`src/rtl/count_n_if.sv`:
```
// Control/status bundle of the count_n counter.
// master drives the controls and observes the count; slave is the counter.
interface count_n_if #(
  parameter int WIDTH = 8
);
  logic             enable;
  logic             up_down;
  logic             load;
  logic [WIDTH-1:0] load_value;
  logic             clear;
  logic [WIDTH-1:0] q;
  logic             tc;
  logic             ovf;

  modport master (
    output enable, up_down, load, load_value, clear,
    input  q, tc, ovf
  );

  modport slave (
    input  enable, up_down, load, load_value, clear,
    output q, tc, ovf
  );
endinterface

```
`src/rtl/count_n.sv`:
```
// Purpose: modulo-N up/down counter with prescaler, load/clear, wrap or saturate.
// Latency: q, tc and ovf are registered, valid one clock after the qualifying edge.
// Backpressure: none; enable gates the prescaler, which gates count steps.
module count_n #(
  parameter int     WIDTH    = 8,
  parameter longint MODULO   = 256,
  parameter int     PRESCALE = 1,
  parameter bit     SATURATE = 1'b0
) (
  input logic      clk,
  input logic      reset,
  count_n_if.slave bus
);

  // A 1-bit prescaler is kept for PRESCALE=1; it then never leaves 0.
  localparam int               PW       = (PRESCALE > 1) ? $clog2(PRESCALE) : 1;
  localparam logic [WIDTH-1:0] MAX      = WIDTH'(MODULO - 1);
  localparam logic [PW-1:0]    PRE_LAST = PW'(PRESCALE - 1);

  logic [WIDTH-1:0] q_r, q_nxt;
  logic [PW-1:0]    pre_r, pre_nxt;
  logic             tc_r, tc_nxt;
  logic             ovf_r, ovf_nxt;
  logic             step;
  logic             at_end;

  // A step happens on the enabled cycle that completes a prescale period.
  assign step   = bus.enable && (pre_r == PRE_LAST);
  // Range end depends on the direction sampled on the step cycle.
  assign at_end = bus.up_down ? (q_r == MAX) : (q_r == '0);

  // Next-state: clear beats load beats a count step; tc only on an end-of-range step.
  always_comb begin
    q_nxt   = q_r;
    pre_nxt = pre_r;
    tc_nxt  = 1'b0;
    ovf_nxt = ovf_r;
    if (bus.clear) begin
      q_nxt   = '0;
      pre_nxt = '0;
      ovf_nxt = 1'b0;
    end else if (bus.load) begin
      // Out-of-range loads clamp to the top of the range so q never leaves 0..MODULO-1.
      q_nxt   = (bus.load_value > MAX) ? MAX : bus.load_value;
      pre_nxt = '0;
    end else if (bus.enable) begin
      if (!step) begin
        pre_nxt = pre_r + PW'(1);
      end else begin
        pre_nxt = '0;
        if (at_end) begin
          tc_nxt  = 1'b1;
          ovf_nxt = 1'b1;
          if (!SATURATE) begin
            q_nxt = bus.up_down ? '0 : MAX;
          end
        end else begin
          q_nxt = bus.up_down ? (q_r + WIDTH'(1)) : (q_r - WIDTH'(1));
        end
      end
    end
  end

  // State registers with synchronous reset.
  always_ff @(posedge clk) begin
    if (reset) begin
      q_r   <= '0;
      pre_r <= '0;
      tc_r  <= 1'b0;
      ovf_r <= 1'b0;
    end else begin
      q_r   <= q_nxt;
      pre_r <= pre_nxt;
      tc_r  <= tc_nxt;
      ovf_r <= ovf_nxt;
    end
  end

  assign bus.q   = q_r;
  assign bus.tc  = tc_r;
  assign bus.ovf = ovf_r;

endmodule

```
`src/flat_wrapper.sv`:
```
// flat-port wrapper written by rule: the top's interface ports become plain ports
module count_n_flat 
#(
  parameter int     WIDTH    = 8,
  parameter longint MODULO   = 256,
  parameter int     PRESCALE = 1,
  parameter bit     SATURATE = 1'b0
)
  (clk, reset, bus_enable, bus_up_down, bus_load, bus_load_value, bus_clear, bus_q, bus_tc, bus_ovf);
  count_n_if #(.WIDTH(WIDTH)) bus_i ();
  input logic clk;
  input logic reset;
  input wire logic [$bits(bus_i.enable)-1:0] bus_enable;
  input wire logic [$bits(bus_i.up_down)-1:0] bus_up_down;
  input wire logic [$bits(bus_i.load)-1:0] bus_load;
  input wire logic [$bits(bus_i.load_value)-1:0] bus_load_value;
  input wire logic [$bits(bus_i.clear)-1:0] bus_clear;
  output wire logic [$bits(bus_i.q)-1:0] bus_q;
  output wire logic [$bits(bus_i.tc)-1:0] bus_tc;
  output wire logic [$bits(bus_i.ovf)-1:0] bus_ovf;
  assign bus_i.enable = bus_enable;
  assign bus_i.up_down = bus_up_down;
  assign bus_i.load = bus_load;
  assign bus_i.load_value = bus_load_value;
  assign bus_i.clear = bus_clear;
  assign bus_q = bus_i.q;
  assign bus_tc = bus_i.tc;
  assign bus_ovf = bus_i.ovf;
  count_n #(.WIDTH(WIDTH), .MODULO(MODULO), .PRESCALE(PRESCALE), .SATURATE(SATURATE)) u_core (.clk(clk), .reset(reset), .bus(bus_i));
endmodule
```
`config.mk`:
```
export PLATFORM = sky130hd
export DESIGN_NAME = count_n_flat
export DESIGN_NICKNAME = d
export VERILOG_FILES = /design/src/rtl/count_n_if.sv /design/src/rtl/count_n.sv /design/src/flat_wrapper.sv
export SDC_FILE = /design/constraint.sdc
export NUM_CORES = 1
export LEC_CHECK = 0
export CAP_MARGIN = 30
export CORE_MARGIN = 4
export CORE_UTILIZATION = 51
export CTS_CLUSTER_DIAMETER = 100
export CTS_CLUSTER_SIZE = 14
export DETAILED_ROUTE_END_ITERATION = 10
export HOLD_SLACK_MARGIN = 0.15
export PLACE_DENSITY = 0.89
export SYNTH_ARGS = -nofsm -noshare
export SYNTH_HDL_FRONTEND = slang
export SYNTH_SLANG_ARGS = --single-unit
```
`constraint.sdc`:
```
create_clock -name clk -period 4.9 [get_ports clk]
set_input_delay 0.49 -clock clk [delete_from_list [all_inputs] [get_ports clk]]
set_output_delay 0.49 -clock clk [all_outputs]
set_load 0.02 [all_outputs]
```
==> metrics.yaml <==
status: "completed"
rsz0062_at_grt: "no"
maxCapViolations: 0
hold_viol: 0
drc: 0
fp.coreArea_mm2: 0.00158
p_per_area_mw_per_mm2: 225
die_width_um: 49.7
syn_inst: 109
max_slew_margin_pct: 48.0
slowest_stage: "clkdlybuf4s50_1"
synth_cell_type_count: 36
clock_path_buffers: 2
ioPinCount: 24
hold_class: "flip-flop to flip-flop"
synth_edf_count: 0
path_buf_inv: 2
end_kind: "flip-flop"
clock_latency_ns: 0.28
yosysSeqAreaShare_pct: 24.8
grt_overflow: 0
ys_ff_latch: 11
worst_pin_slew_ns: 0.775
num_vias: 911
yosysMostFrequentCell: "a21oi_1"
ys_top_cells_by_area: "dfxtp_1 25%, a21oi_1 8.5%, ha_1 8.5%"
stdcell_area_mm2: 0.00115
crit_type: "input port to flip-flop"
initial_utilization_pct: 56.3
htreeDepth: 1
totalWireLength_um: 2300
cts-root-buf: "clkbuf_4"
numPortBuffers: 23
hold_buffers: 0
fin_crit_sh_pct: 49.3
syn_to_final_growth_pct: 29.5
synth_ff_type: "dfxtp_1"
dpl.hpwl_um: 1770
crit_family: "buffers and inverters"
postRouteAntennaNets: 0
avgSynthCellArea_um2: 8.14
cts_tree: "done"
leakage_nw: 0.442
cp_slowest_stage_delay_ns: 0.58
path_cells: "clkdlybuf4s50_1, inv_1, ha_1, o21ai_0, nor3_1, a211oi_1, mux2i_1, o21ai_1"
required_ns: 5.07
drt_iter0_markers: 13
wl_per_cell_um: 15.5
grt_pass1_wl_um: 3750
start_kind: "input port"
fmaxAchievable_mhz: 414
cts.clk_slew.worst_paths_ns: 0.08
antenna_found_initial: 0
synth_area_um2: 887
grt_max_degree: 22
grt_pass1_vias: 880
antenna_cells: 0
ys_warn_count: 0
cts_resized: 0
groute.usage.overall_pct: 19.6
final.min_clock_period_ns: 2.41
dr.pass1.iters: 4
synth_top_area_share_pct: 24.8
cts_buffers: 3
cts_setup_buffers: 0
tns_ns: 0
via_per_inst: 6.16
synth_commonest_cells: "15 x a21oi_1, 13 x nor2_1, 11 x dfxtp_1, 6 x ha_1, 5 x nor3_2"
rows: 14
cts_sinks: 11
finalWeightedCongestion: 0.888
drive_gt1_share_pct: 10.6
die-area_mm2: 0.00247
max-vdd-ir-drop_v: 0.000161
synth_largest_area_cell: "dfxtp_1"
nNetsFinal: 154
critPathMaxFanout: 7
fin_skew_ns: 0.00880
placed_area_mm2: 0.00112
ys_async_sr_fraction_pct: 0
fp.dieH_um: 49.7
slew_violations: 0
syn_nets: 130
finalSetupViolations: 0
crit_arrival_ns: 2.58
## area by class of cell
cell class | count | area, um^2
Multi-Input combinational cell | 92 | 644
Fill cell | 140 | 428
Timing Repair Buffer | 23 | 230
Sequential cell | 11 | 220
Clock buffer | 4 | 26.3
Tap cell | 16 | 20.0
Inverter | 2 | 7.51
## where the power goes
| part | internal [mW] | switching (mW) | leakage [nW] |
|---|---|---|---|
| Clock | 0.0316 | 0.0343 | 0.0150 |
| Combinational | 0.0438 | 0.0472 | 0.337 |
| Sequential | 0.0939 | 0.00772 | 0.0898 |
| Total | 0.169 | 0.0892 | 0.442 |
## flip-flops by register name, indices dropped and copies added, names as in the netlist
name,flops
u_core.bus.ovf,1
u_core.pre_r,1
u_core.bus.q,8
u_core.bus.tc,1
## cell usage in the layout (no fill, tap or decap), drive strengths merged, types with 2 or more instances in the layout
master,instances
clkbuf,4
a211oi,3
inv,2
o21bai,3
a21o,2
nand3,2
ha,6
nand2,3
nor3,9
nor4b,2
clkdlybuf4s50,23
nor4,3
a21oi,15
dfxtp,11
mux2i,2
o21ai,6
or3,2
xnor2,3
nor2,15
xor2,3
nand2b,2
## path summary, 6_finish.rpt
kind | from | end | slack (ns) | cells past startpoint
worst min register to register | u_core.pre_r | u_core.pre_r | 0.49 | 1
worst max-delay path | bus_up_down | u_core.bus.q[7] | 2.49 | 8
worst min-delay path | u_core.pre_r | u_core.pre_r | 0.49 | 1
worst max register to register | u_core.bus.q[3] | u_core.bus.q[4] | 3.02 | 5
## cell families after synthesis
family | after synthesis | synth area share (%)
xor gates and xnor gates | 6 | 5.92
buffers and inverters | 6 | 2.54
and+or+nand+nor | 44 | 30.9
adders and majority gates | 7 | 10.7
AOI/OAI and AO/OA | 33 | 22.8
muxes | 2 | 2.26
DFF | 11 | 24.8
## metal layers
layer  vias up  part of all wire (%)  track usage (%)
met3         5                   4.7             4.82
met2        30                    46             31.9
met1       426                    47             23.9
met5         -                     0                0
met4         0                   2.4             9.22
li1        450                     -                -
## stage by stage
step           utilization, %  setup WS (ns)  hold slack [ns]  cells  total power [mW]
2_1_floorplan               -           3.03            0.468    109             0.162
3_3_place_gp             71.2           2.31            0.453    144             0.191
3_5_place_dp             71.2           2.21            0.479    144             0.194
4_1_cts                  72.9           2.50            0.496    148             0.260
5_1_grt                  72.9           2.33            0.517    148             0.275
6_report                 72.9           2.49            0.489    148             0.259
Note: power is estimated with default switching activity, not from simulation.
